### src/rtl/dcache_write_buffer.sv
// dcache_write_buffer: coalescing line write buffer between the data cache and main memory
// Ports: clk, proc_reset (sync, active-high); cache_mem_* = cache-side line request/response
// (request held until the one-cycle cache_mem_ready); mem_* = memory-side line request/response.
// All outputs are registered.
module dcache_write_buffer #(
    parameter int DEPTH = 4
) (
    input  logic         clk,
    input  logic         proc_reset,
    input  logic         cache_mem_read,
    input  logic         cache_mem_write,
    input  logic [27:0]  cache_mem_addr,
    input  logic [127:0] cache_mem_wdata,
    output logic [127:0] cache_mem_rdata,
    output logic         cache_mem_ready,
    output logic         mem_read,
    output logic         mem_write,
    output logic [27:0]  mem_addr,
    output logic [127:0] mem_wdata,
    input  logic [127:0] mem_rdata,
    input  logic         mem_ready
);
    localparam int AW = $clog2(DEPTH);
    localparam int CW = $clog2(DEPTH + 1);
    typedef enum logic [1:0] {IDLE, RD_MEM, WR_MEM, RESP} state_t;
    state_t         state_q, state_d;
    logic [AW-1:0]  head_q, head_d, tail_q, tail_d;
    logic [CW-1:0]  count_q, count_d;
    logic [27:0]    addr_q [DEPTH];
    logic [27:0]    addr_d [DEPTH];
    logic [127:0]   data_q [DEPTH];
    logic [127:0]   data_d [DEPTH];
    logic           ready_q, ready_d, mem_read_q, mem_read_d, mem_write_q, mem_write_d;
    logic [127:0]   rdata_q, rdata_d, mem_wdata_q, mem_wdata_d;
    logic [27:0]    mem_addr_q, mem_addr_d;
    logic           hit;
    logic [AW-1:0]  hit_idx, off;
    // A slot is live when its distance from head is below count; coalescing keeps at most one live match.
    always_comb begin
        hit = 1'b0;
        hit_idx = '0;
        off = '0;
        for (int i = 0; i < DEPTH; i++) begin
            off = AW'(i) - head_q;
            if (CW'(off) < count_q && addr_q[i] == cache_mem_addr) begin
                hit = 1'b1;
                hit_idx = AW'(i);
            end
        end
    end
    always_comb begin
        state_d = state_q;
        head_d = head_q;
        tail_d = tail_q;
        count_d = count_q;
        addr_d = addr_q;
        data_d = data_q;
        ready_d = 1'b0;
        rdata_d = rdata_q;
        mem_read_d = mem_read_q;
        mem_write_d = mem_write_q;
        mem_addr_d = mem_addr_q;
        mem_wdata_d = mem_wdata_q;
        case (state_q)
            IDLE: begin
                if (cache_mem_read && hit) begin
                    rdata_d = data_q[hit_idx];
                    ready_d = 1'b1;
                    state_d = RESP;
                end else if (cache_mem_read) begin
                    mem_read_d = 1'b1;
                    mem_addr_d = cache_mem_addr;
                    state_d = RD_MEM;
                end else if (cache_mem_write && hit) begin
                    data_d[hit_idx] = cache_mem_wdata;
                    ready_d = 1'b1;
                    state_d = RESP;
                end else if (cache_mem_write && count_q != CW'(DEPTH)) begin
                    addr_d[tail_q] = cache_mem_addr;
                    data_d[tail_q] = cache_mem_wdata;
                    tail_d = tail_q + AW'(1);
                    count_d = count_q + CW'(1);
                    ready_d = 1'b1;
                    state_d = RESP;
                end else if (count_q != '0) begin
                    // Covers both background drain and a write stalled on a full buffer.
                    mem_write_d = 1'b1;
                    mem_addr_d = addr_q[head_q];
                    mem_wdata_d = data_q[head_q];
                    state_d = WR_MEM;
                end
            end
            RD_MEM: begin
                if (mem_ready) begin
                    mem_read_d = 1'b0;
                    rdata_d = mem_rdata;
                    ready_d = 1'b1;
                    state_d = RESP;
                end
            end
            WR_MEM: begin
                if (mem_ready) begin
                    mem_write_d = 1'b0;
                    head_d = head_q + AW'(1);
                    count_d = count_q - CW'(1);
                    state_d = IDLE;
                end
            end
            default: state_d = IDLE;
        endcase
    end
    always_ff @(posedge clk) begin
        if (proc_reset) begin
            state_q <= IDLE;
            head_q <= '0;
            tail_q <= '0;
            count_q <= '0;
            addr_q <= '{default: '0};
            data_q <= '{default: '0};
            ready_q <= 1'b0;
            rdata_q <= '0;
            mem_read_q <= 1'b0;
            mem_write_q <= 1'b0;
            mem_addr_q <= '0;
            mem_wdata_q <= '0;
        end else begin
            state_q <= state_d;
            head_q <= head_d;
            tail_q <= tail_d;
            count_q <= count_d;
            addr_q <= addr_d;
            data_q <= data_d;
            ready_q <= ready_d;
            rdata_q <= rdata_d;
            mem_read_q <= mem_read_d;
            mem_write_q <= mem_write_d;
            mem_addr_q <= mem_addr_d;
            mem_wdata_q <= mem_wdata_d;
        end
    end
    assign cache_mem_ready = ready_q;
    assign cache_mem_rdata = rdata_q;
    assign mem_read = mem_read_q;
    assign mem_write = mem_write_q;
    assign mem_addr = mem_addr_q;
    assign mem_wdata = mem_wdata_q;
endmodule

### config.mk
export PLATFORM = sky130hd
export DESIGN_NAME = dcache_write_buffer
export DESIGN_NICKNAME = d
export VERILOG_FILES = /design/src/rtl/dcache_write_buffer.sv
export SDC_FILE = /design/constraint.sdc
export NUM_CORES = 2
export LEC_CHECK = 0
export CAP_MARGIN = 20
export CORE_ASPECT_RATIO = 1.1
export CORE_MARGIN = 2
export CORE_UTILIZATION = 50
export CTS_CLUSTER_SIZE = 8
export DETAILED_ROUTE_END_ITERATION = 8
export GPL_ROUTABILITY_DRIVEN = 0
export PLACE_DENSITY = 0.76
export SETUP_SLACK_MARGIN = 0.1
export SLEW_MARGIN = 20
export SYNTH_ARGS = -nofsm -noshare
export SYNTH_HDL_FRONTEND = slang
export SYNTH_SLANG_ARGS = --single-unit
### constraint.sdc
create_clock -name clk -period 4.1 [get_ports clk]
set_input_delay 1.23 -clock clk [delete_from_list [all_inputs] [get_ports clk]]
set_output_delay 1.23 -clock clk [all_outputs]
set_load 0.05 [all_outputs]
### Word-level counts from Yosys, hierarchy flattened

Cells that the tools add are included.

| word-level totals | value |
|---|---|
| bits in registers | 920 |
| output and inout port bits | 287 |

| operators by class | value |
|---|---|
| $lt $le $gt $ge | 9 |
| bitwise logic cells | 7 |
| equal/unequal tests | 20 |
| reductions and logical operators | 25 |
| multiplexer cells | 64 |
| add/sub/neg operators | 8 |

Operators by type and width:

| cell | number |
|---|---|
| $bwmux W512 | 2 |
| $mux W128 | 8 |
| $mux W512 | 2 |
| $bmux W128 S2 | 2 |
| $demux W128 S2 | 2 |
| $pmux W128 S2 | 1 |
| $mux W28 | 7 |
| $bwmux W112 | 1 |
| $eq A28 B28 Y1 | 4 |
| $bmux W28 S2 | 1 |
| $demux W28 S2 | 1 |
| $ne A2 B2 Y1 const B | 12 |
| $mux W1 | 18 |
| $mux W2 | 9 |
| $mux W3 | 5 |
| $lt A2 B3 Y1 | 4 |
| $reduce_and A6 Y1 | 2 |
| $reduce_and A5 Y1 | 2 |
| $ge A3 B3 Y1 const B | 3 |
| $logic_and A1 B1 Y1 | 9 |
| $not A2 Y3 | 3 |
| $reduce_and A4 Y1 | 2 |
| $reduce_bool A2 Y1 | 4 |
| $reduce_and A7 Y1 | 1 |
| 18 further kinds | 28 |

### Depth between registers and ports, before layout

| logic depth | value |
|---|---|
| word-level depth | 13 |
| mapped depth | 18 |
| gate-level depth less buffers | 10 |

### Worst setup path after synthesis

No wires, ideal clock.

| timing | value |
|---|---|
| kind | flip-flop to flip-flop |
| start | reg head_q[0] |
| end | reg data_q[135] (netlist bit) |
| period minus slack after synthesis | 3940 ps |
| setup slack | 160 ps |
| arrival time | 3807 ps |
| cell stages (with the launch flop) | 19 |
| path through | dfxtp_1 -> buf_2 -> buf_1 -> clkbuf_1 -> clkbuf_1 -> xnor2_1 -> inv_1 -> ha_1 -> a21oi_1 -> o21ai_0 -> nor4_1 -> or4_1 -> buf_4 -> buf_4 -> o32a_1 -> buf_4 -> buf_4 -> nand2_1 -> a21oi_1 |

| between the ends | value |
|---|---|
| longest elaborated chain between the ends | 13 |

Ends and longest elaborated chain:

| item | RTL line | source |
|---|---|---|
| start, declared | 27 | `logic [AW-1:0] head_q, head_d, tail_q, tail_d;` |
| start signal, assigned | 115 | `head_q <= '0;` |
| start signal, assigned | 128 | `head_q <= head_d;` |
| $sub A1 B2 Y2 | 44 | `off = AW'(i) - head_q;` |
| $lt A2 B3 Y1 | 45 | `if (CW'(off) < count_q && addr_q[i] == cache_mem_addr) begin` |
| $logic_and A1 B1 Y1 | 45 |  |
| $mux W1 | 45 |  |
| $mux W2 (2 in a row) | 45 |  |
| $not A2 Y3 (implied by the code) | 75 | `data_d[hit_idx] = cache_mem_wdata;` |
| $ge A3 B3 Y1 (implied by the code) / $lt A3 B1 Y1 (equally long branches) | 75 |  |
| $logic_and A1 B1 Y1 (implied by the code) | 75 |  |
| $mux W128 (implied by the code) | 75 |  |
| $demux W128 S2 | 75 |  |
| $bwmux W512 | 75 |  |
| $mux W512 | 74 | `end else if (cache_mem_write && hit) begin` |
| end signal, assigned | 132 | `data_q <= data_d;` |
| end, declared | 31 | `logic [127:0] data_q [DEPTH];` |

Several ways; a longest one is shown, not always the timed one.
A chain may end at the register's enable or synchronous reset.

### Worst setup path after layout

| timing | value |
|---|---|
| start | in cache_mem_addr[5] |
| end | reg rdata_q[6] (netlist: cache_mem_rdata[6]) |

| between the ends | value |
|---|---|
| longest elaborated chain between the ends | 11 |

Ends and longest elaborated chain:

| item | RTL line | source |
|---|---|---|
| start, declared | 12 | `input logic [27:0] cache_mem_addr,` |
| $eq A28 B28 Y1 | 45 |  |
| $logic_and A1 B1 Y1 | 45 |  |
| $mux W1 | 45 |  |
| $mux W2 (2 in a row) | 45 |  |
| $not A2 Y3 (implied by the code) | 67 | `rdata_d = data_q[hit_idx];` |
| $bmux W128 S2 | 67 |  |
| $mux W128 (implied by the code) (2 in a row) | 67 |  |
| $mux W128 | 66 | `if (cache_mem_read && hit) begin` |
| $pmux W128 S2 | 64 | `case (state_q)` |
| end signal, assigned | 134 | `rdata_q <= rdata_d;` |
| end, declared | 34 | `logic [127:0] rdata_q, rdata_d, mem_wdata_q, mem_wdata_d;` |

Several ways; a longest one is shown, not always the timed one. The select of a mux whose other input is x is not followed.

==> metrics <==
MaxCap Viol Count 0; DIE AREA 89200 um2; most used standard cells in the synthesized netlist 1156 x sky130_fd_sc_hd__nand2_1, 920 x sky130_fd_sc_hd__dfxtp_1, 608 x sky130_fd_sc_hd__a21oi_1; worst hold path class register to register; number of global-route vias before repair 41000; Slew @ Worst Pin 1.11 ns; cell with the most instances after synthesis sky130_fd_sc_hd__nand2_1; number of detailed-routing iterations run before antenna repair 6; synthesis-to-layout area growth 27.5%; worst voltage drop across the vdd grid 303 uV; setup repair after global routing missed its margin no; Final Util 0.643; fin nets 5935; upper clock frequency limit 253 MHz; cell occurring most often along the worst timing path sky130_fd_sc_hd__buf_4; count of final hold-check violations 0; number of vias per cell after detailed routing 6.15; remaining global-route overflow 0; cell breakdown of the critical path clkdlybuf4s50_1 -> xor2_1 -> nor4_1 -> buf_4 -> nand4_1 -> nor4_2 -> buf_4 -> or4_1 -> buf_4 -> a311oi_4 -> buf_12 -> a32o_1; dpl cells 6651; post-layout min period 3.95 ns; period utilisation layout 0.962; Wirelength per Cell 23.5 um; number of placed I/O pins 576; Overall Global Routing Usage 0.348; CTS clk-pin slew, worst paths 0.05 ns; global-route wire length before repair 243000 um; dominant register cell in the synthesized netlist sky130_fd_sc_hd__dfxtp_1; die width 285 um; number of enable-type register cells in the synthesized netlist 0; antenna violations before repair 44; worst-case clock skew 0.0338 ns; power density over the cells 409 nW/um2; Mapped Nets 5451; Buf+Inv Stages, Crit Path 5; Max Fanout on Critical Path 55; worst slew margin relative to its limit 0.261; largest net degree at the start of global routing 183; final-report max-slew violation count 0; Syn Area/Cell 8.42 um2; number of buffers added by the clock tree synthesis step 133; warnings from Yosys 0; maximum clock insertion buffer count 3; Setup Viol. Count Final 0; starting density of the core 0.504; layout cells sized above 1 0.108; flop and latch count out of synthesis 920; Overall Power 0.0226 W; Final Non-Filler Cells 6840; library cell used as clock root buffer sky130_fd_sc_hd__clkbuf_16; maximum level of the CTS H-tree 4; family with the most delay on the worst path buffers and inverters; category of the most critical setup path primary input to register; starting DRC count in detailed routing 4903; kind of end point of the critical path register; data required time of the worst path 4.75 ns; synth top area cells sky130_fd_sc_hd__dfxtp_1 42%, sky130_fd_sc_hd__nand2_1 10%, sky130_fd_sc_hd__mux4_2 8.1%; startpoint types primary input; Via Count 42100; share of synthesized registers carrying an async set or reset 0; Arr. time, crit path 4.60 ns; post-synth top area share 0.424; CTS Hold Buffers Added 0; number of distinct library cells after synthesis 46; # DRC 0; core footprint 86100 um2; total number of clock tree sinks 920; static leakage 20.2 nW; register area share after synthesis 0.424; standard-cell rows 113; HPWL after detailed placement 102000 um; most area-hungry cell type in the Yosys netlist sky130_fd_sc_hd__dfxtp_1; count of buffers inserted at the top-level ports 575; TritonCTS clock tree yes; Crit path largest cell delay 0.61 ns; remaining number of nets flagged by the antenna check after routing 0; Hold WS 0.463 ns; status completed; height of the chip 313 um; source-to-sink clock delay at the later pin of the worst-skew pair 0.72 ns; Post-Syn Area 43400 um2; post-synthesis cell count 5153; final wirelength 161000 um; crit path max-delay cell type sky130_fd_sc_hd__or4_1
flip-flops by register name, summed over array words and instances, names as in the netlist:
name / flops
tail_q: 2
addr_q: 112
cache_mem_rdata: 128
cache_mem_ready: 1
data_q: 512
count_q: 3
mem_write: 1
state_q: 2
mem_wdata: 128
mem_addr: 28
head_q: 2
mem_read: 1
power by group:
part           internal, W  switching (W)  total [W]  leakage [nW]
combinational      0.00125        0.00209    0.00334          11.0
sequential         0.00918       0.000173    0.00935          7.43
clock              0.00591        0.00404    0.00995          1.78
area by class of cell:
cell class	count	area (um2)
Fill cell	6983	30800
Timing Repair Buffer	843	9010
Clock inverter	13	220
Sequential cell	920	18400
Multi-Input combinational cell	3728	22700
Antenna cell	35	87.6
Tap cell	1150	1440
Clock buffer	140	3430
Inverter	11	41.3
kinds of logic after synthesis:
family                   share of synthesized area
AO/OA/AOI/OAI                                0.124
XOR/XNOR                                    0.0238
adder cells (fa/ha/maj)                    0.00277
buffers and inverters                       0.0565
flip-flops                                   0.424
multiplexers                                 0.130
AND/OR/NAND/NOR                              0.238
stage by stage:
step | cell area, um2 | TNS (ns) | worst slack [ns]
after floorplan | 43400 | 0 | 0.160
after CTS | 55200 | 0 | 0.200
after global routing | 55300 | 0 | 0.106
after global placement | 51600 | -415.84 | -0.604
final | 55300 | 0 | 0.154
after detailed placement | 51600 | -446.51 | -0.650
repair_timing:
item                       CTS  global route
pin swaps                    0             2
setup endpoints to repair   80           319
gates resized for setup      1             3
setup buffers                0             1
cell usage in the layout (no fill, tap or decap), types with 23 or more instances in the layout:
master	netlist	final
sky130_fd_sc_hd__o21ai_0	113	112
sky130_fd_sc_hd__a21oi_1	608	606
sky130_fd_sc_hd__mux4_2	156	156
sky130_fd_sc_hd__xnor2_1	24	24
sky130_fd_sc_hd__mux2i_1	212	212
sky130_fd_sc_hd__o21ai_1	23	23
sky130_fd_sc_hd__nand2_1	1156	1154
sky130_fd_sc_hd__nand2b_1	258	257
sky130_fd_sc_hd__nor2_1	201	199
sky130_fd_sc_hd__a211oi_1	30	30
sky130_fd_sc_hd__nor3_1	386	386
sky130_fd_sc_hd__buf_12	11	99
sky130_fd_sc_hd__xor2_1	94	94
sky130_fd_sc_hd__a32o_1	128	128
sky130_fd_sc_hd__clkbuf_16	0	136
sky130_fd_sc_hd__buf_4	48	169
sky130_fd_sc_hd__clkdlybuf4s50_1	0	572
sky130_fd_sc_hd__dfxtp_1	920	918
sky130_fd_sc_hd__diode_2	0	35
sky130_fd_sc_hd__nand3_1	262	261
worst paths after layout:
path | endpoint | slack (ns) | cells after the start | from
setup reg to reg | cache_mem_rdata[6] | 0.62 | 12 | head_q[0]
hold / removal | cache_mem_rdata[119] | 0.46 | 1 | cache_mem_rdata[119]
hold reg to reg | cache_mem_rdata[119] | 0.46 | 1 | cache_mem_rdata[119]
setup / recovery | cache_mem_rdata[6] | 0.15 | 12 | cache_mem_addr[5]
routing by layer:
| layer | routed length (um) | global-route usage | vias up |
|---|---|---|---|
| met5 | 119 | 0 | - |
| met4 | 9350 | 0.219 | 20 |
| met3 | 17100 | 0.0790 | 565 |
| met2 | 73300 | 0.542 | 2585 |
| met1 | 60800 | 0.436 | 20100 |
| li1 | - | - | 18800 |
worst reg2reg max path, delay by kind of cell (launching register included):
family / cells / cell delay [ns]
and+or+nand+nor: 2 / 0.69
AOI/OAI and AO/OA: 4 / 1.04
adders and majority gates: 1 / 0.28
xor gates and xnor gates: 1 / 0.21
DFF: 1 / 0.36
buffers and inverters: 4 / 0.83
(Power assumes the default switching activity.)
